<file path="config.mk">
export PLATFORM = sky130hd
export DESIGN_NAME = rr_arb32_sched
export DESIGN_NICKNAME = d
export VERILOG_FILES = /design/src/rtl/rr_arb32_sched.sv
export SDC_FILE = /design/constraint.sdc
export NUM_CORES = 1
export LEC_CHECK = 0
export ABC_AREA = 1
export CAP_MARGIN = 10
export CORE_MARGIN = 2
export CORE_UTILIZATION = 50
export DETAILED_ROUTE_END_ITERATION = 8
export GPL_TIMING_DRIVEN = 0
export MAX_ROUTING_LAYER = met4
export PLACE_DENSITY = 0.82
export SYNTH_ARGS = -nofsm -noshare
export SYNTH_HDL_FRONTEND = slang
export SYNTH_SLANG_ARGS = --single-unit
</file>
<file path="constraint.sdc">
create_clock -name clk -period 3.5 [get_ports clk]
set_input_delay 0.875 -clock clk [delete_from_list [all_inputs] [get_ports clk]]
set_output_delay 0.875 -clock clk [all_outputs]
set_load 0.01 [all_outputs]
</file>
<file path="src/rtl/rr_arb32_sched.sv">
// 32-client round-robin arbiter: registered grant held until ack, with an optional
// bounded lock burst and revocation when the granted client drops its request.
module rr_arb32_sched #(
    parameter int unsigned MAX_BURST = 4,
    parameter int unsigned CNT_W     = 4
) (
    input  logic             clk,
    input  logic             reset,
    input  logic [31:0]      req,
    input  logic [31:0]      mask,
    input  logic             ack,
    input  logic             lock,
    output logic             gnt_valid,
    output logic [31:0]      gnt_onehot,
    output logic [4:0]       gnt_idx,
    output logic [CNT_W-1:0] burst_cnt,
    output logic             drop_err
);

    typedef enum logic [1:0] {StIdle, StGrant, StLocked} state_e;

    localparam logic [CNT_W:0] MaxBurstW = (CNT_W + 1)'(MAX_BURST);

    state_e       state;
    logic [4:0]   ptr;

    logic [31:0]  elig;
    logic [31:0]  srch_vec;
    logic [4:0]   srch_ptr;
    logic [4:0]   ptr_rel;
    logic [5:0]   hi_res;
    logic [5:0]   lo_res;
    logic         win_vld;
    logic [4:0]   win_idx;
    logic [CNT_W:0] burst_inc;
    logic         burst_more;

    // Lowest-index priority encoder: returns {found, index}.
    function automatic logic [5:0] pencoder32_5(input logic [31:0] v);
        logic [5:0] res;
        res = 6'd0;
        for (int i = 31; i >= 0; i--) begin
            if (v[i]) res = {1'b1, 5'(i)};
        end
        return res;
    endfunction

    assign elig    = req & mask;
    assign ptr_rel = gnt_idx + 5'd1;

    // While a grant is held, the search pre-computes the winner after a release.
    always_comb begin
        srch_vec = elig;
        srch_ptr = ptr;
        if (gnt_valid) begin
            srch_vec = elig & ~gnt_onehot;
            srch_ptr = ptr_rel;
        end
    end

    assign hi_res  = pencoder32_5(srch_vec & (32'hFFFF_FFFF << srch_ptr));
    assign lo_res  = pencoder32_5(srch_vec);
    assign win_vld = hi_res[5] | lo_res[5];
    assign win_idx = hi_res[5] ? hi_res[4:0] : lo_res[4:0];

    assign burst_inc  = {1'b0, burst_cnt} + {{CNT_W{1'b0}}, 1'b1};
    assign burst_more = lock && (burst_inc < MaxBurstW);

    always_ff @(posedge clk or posedge reset) begin
        if (reset) begin
            state      <= StIdle;
            ptr        <= 5'd0;
            gnt_valid  <= 1'b0;
            gnt_onehot <= 32'd0;
            gnt_idx    <= 5'd0;
            burst_cnt  <= '0;
            drop_err   <= 1'b0;
        end else begin
            drop_err <= 1'b0;
            case (state)
                StIdle: begin
                    if (win_vld) begin
                        gnt_valid  <= 1'b1;
                        gnt_idx    <= win_idx;
                        gnt_onehot <= 32'd1 << win_idx;
                        state      <= StGrant;
                    end
                end
                StGrant, StLocked: begin
                    if (ack) begin
                        if (burst_more) begin
                            burst_cnt <= burst_inc[CNT_W-1:0];
                            state     <= StLocked;
                        end else begin
                            ptr       <= ptr_rel;
                            burst_cnt <= '0;
                            if (win_vld) begin
                                gnt_idx    <= win_idx;
                                gnt_onehot <= 32'd1 << win_idx;
                                state      <= StGrant;
                            end else begin
                                gnt_valid  <= 1'b0;
                                gnt_idx    <= 5'd0;
                                gnt_onehot <= 32'd0;
                                state      <= StIdle;
                            end
                        end
                    end else if (!req[gnt_idx]) begin
                        gnt_valid  <= 1'b0;
                        gnt_idx    <= 5'd0;
                        gnt_onehot <= 32'd0;
                        burst_cnt  <= '0;
                        drop_err   <= 1'b1;
                        state      <= StIdle;
                    end
                end
                default: state <= StIdle;
            endcase
        end
    end

endmodule

</file>
==> metrics.txt <==
Layout Utilization=0.758; DRC viols=0; fin crit share=1.11; status=complete, but fails checks; Post-Syn Instances=642; Clk pin slew, worst setup/hold paths=0.10 ns; Initial DRC Count=between 400 and 500; violated checks=negative setup slack; layout cell share with drive strength beyond 1=0.227; die area=0.00910 mm2; DP Area=~0.0054 mm2; dpl hpwl=between 10,000 and 15,000 um; Power Total=5830 uW; # H-tree levels=2; GRT Total Usage=0.384; Hold Crit Class=reg2reg; Final Setup Violations=34; area of the multi-input gates=0.00284 mm2; Finished Cell Area=~0.0062 mm2; Static Leak=0.00303 uW; Final Hold Fails=0; Max-cap violations=0; YS warnings=0; Async SR Flop Fraction=1.00; Hold Path End=ptr[0]$_DFFE_PP0P_; num ports=111; Reg2Reg Depth=29; antenna violations before repair=0; CTS Buf Count=5; Post-Route Skew=around 0.0057 ns; Hold Crit Start=ptr[0]$_DFFE_PP0P_; kind of end point of the critical path=flip-flop; Tmin final=3.88 ns; number of flops mapped to enable cells by yosys=0; nets=about 870; worst r2r src=gnt_idx[0]$_DFFE_PP0P_; Syn Nets=between 700 and 800; ANT cells=0; Avg WL per Cell=19.4 um; GPL Wtd Cong=0.984; count leader, synth=nand2_1; CTS hold repair buffers=0; Core Footprint=about 0.0082 mm2; Clock Latency Late Sink=roughly 0.31 ns; Worst Path Required=3.71 ns; fin cells=902; Max VDD drop=895 uV; Max clock buf depth=2; Primary FF master, synth=dfrtp_1; crit-path max FO=4; Initial Util=0.511; Overflow after GRT=0; Crit-path slowest cell=dfrtp_2; Mean Syn Cell Area=between 6 and 7 um2; Synth top area share=0.300; Netlist cell types=43; crit path DAT=a little over 4 ns; fill cell count=~610; Synth Cell Area=~0.0042 mm2; clock root buffer master=clkbuf_8; Seq/Total Area, Yosys=0.300; Critical Path Max Stage Delay=between 0.4 and 0.5 ns; first-pass GRT wire length=25,300 um; Worst Setup Start Kind=flip-flop; Detail Route Antenna Nets=0; Reg area=0.00125 mm2; Area Growth Syn to Fin=48.4%; RSZ-0062 raised after global routing=yes; placed cell count=858; Max-slew headroom=0.648; pwr/cell area=941 mW/mm2; Max Freq=~260 MHz; die height=95.4 um; WL final=17,500 um; Slew @ Worst Pin=0.528 ns; vias in the first global route=5,094; area leader, netlist=dfrtp_1; DR vias=5,333; DRT Pass-1 Iters=5; fin. max-slew vios=0; I/O Buffers=110; clock sinks=50; die width=95.4 um; Synth Register Bits=50; CTS tree=yes; worst setup margin=-0.377 ns; row count=33; synth top area cells=dfrtp_1 (30%), nand2_1 (18%), inv_1 (6.4%); Crit Reg-Reg Endpoint=gnt_onehot[25]$_DFFE_PP0P_; WS Path Type=reg2reg; final hold slack=0.496 ns; largest net degree at the start of global routing=45; reg2reg setup slack=-0.38 ns; Post-synth top cells=nand2_1 (205), inv_1 (71), nor2_1 (66), dfrtp_1 (50), a21oi_1 (41); Worst Hold Depth=2; crit-path most repeated cell=buf_4; Vias/cell=5.91
==> cells in the final DEF (no fill, tap or decap), drive strengths merged <==
| master | Yosys | final |
|---|---|---|
| nand2 | 217 | 217 |
| clkdlybuf4s50 | 0 | 102 |
| inv | 80 | 79 |
| nor2 | 73 | 73 |
| dfrtp | 50 | 50 |
| buf | 15 | 50 |
| o21ai | 47 | 47 |
| a21oi | 42 | 42 |
| nand4 | 28 | 28 |
| nand3 | 21 | 21 |
| o21bai | 18 | 18 |
| clkbuf | 5 | 13 |
| o22ai | 11 | 11 |
| dlygate4sd2 | 0 | 8 |
| nor3 | 7 | 7 |
| a31oi | 6 | 6 |
| ha | 4 | 4 |
| o31ai | 4 | 4 |
| clkinv | 1 | 4 |
| o211ai | 3 | 3 |
| or2 | 3 | 3 |
| o221ai | 2 | 2 |
| nor4 | 2 | 2 |
| or3 | 1 | 1 |
| o2111ai | 1 | 1 |
| a32o | 1 | 1 |
==> routing by layer <==
| metal | track usage | vias to the layer above | share of wire |
|---|---|---|---|
| li1 | - | 2413 | - |
| met4 | 0.175 | 0 | 0.055 |
| met2 | 0.661 | 334 | 0.49 |
| met5 | - | - | 0 |
| met3 | 0.0561 | 89 | 0.075 |
| met1 | 0.442 | 2497 | 0.37 |
==> worst max-delay path, delay by kind of cell (launching register included) <==
family          cells  cell delay, ns
fa+ha+maj           1            0.27
flops               1            0.46
simple gates       13            1.08
buf+inv             8            1.00
compound gates      7            0.98
==> per-stage QoR <==
step           setup WS (ns)  setup TNS [ns]
2_1_floorplan          0.284               0
3_3_place_gp          -0.745          -24.53
3_5_place_dp          -0.823          -26.89
4_1_cts              -0.0662          -0.495
5_1_grt               -0.656          -17.71
6_report              -0.377           -6.77
==> state kept, by name (all words and copies together), names as in the netlist <==
signal / cells
burst_cnt: 4
drop_err: 1
gnt_idx: 5
gnt_onehot: 32
gnt_valid: 1
ptr: 5
state: 2
==> cells by family after synthesis <==
group / synth area share
simple gates: 0.388
buf+inv: 0.106
compound gates: 0.195
fa+ha+maj: 0.0120
flops: 0.300
==> timing repair <==
| action | in CTS | in global routing |
|---|---|---|
| resized for setup | 77 | 52 |
| buffers inserted | 25 | 11 |
| cloned | 1 | 0 |
| pin swaps | 39 | 37 |
| setup endpoints to repair | 38 | 38 |
==> worst max path at each step <==
stage | startpoint | endpoint | slack (ns)
6_report | gnt_idx[0]$_DFFE_PP0P_ | gnt_onehot[25]$_DFFE_PP0P_ | -0.38
3_5_place_dp | req[21] | gnt_onehot[15]$_DFFE_PP0P_ | -0.82
2_1_floorplan | req[29] | gnt_onehot[19]$_DFFE_PP0P_ | 0.28
3_3_place_gp | req[21] | gnt_onehot[21]$_DFFE_PP0P_ | -0.74
4_1_cts | gnt_idx[0]$_DFFE_PP0P_ | gnt_onehot[11]$_DFFE_PP0P_ | -0.07
5_1_grt | gnt_idx[1]$_DFFE_PP0P_ | gnt_onehot[25]$_DFFE_PP0P_ | -0.66
==> cell type report <==
cell class              count  share of cell area
well taps                 105              0.0212
repair buffers            148               0.230
flip-flops and latches     50               0.202
clock inverters             2             0.00222
multi-input cells         491               0.458
clock buffers               6              0.0117
plain buffers              19              0.0238
inverters                  81              0.0509
==> power by group <==
part | total (uW) | switching (uW) | leakage [uW] | internal [uW]
Sequential | 947 | 193 | 0.000672 | 754
Clock | 349 | 207 | 0.0000452 | 142
Combinational | 4540 | 2820 | 0.00231 | 1720
Note: power is estimated with default switching activity, not from simulation.
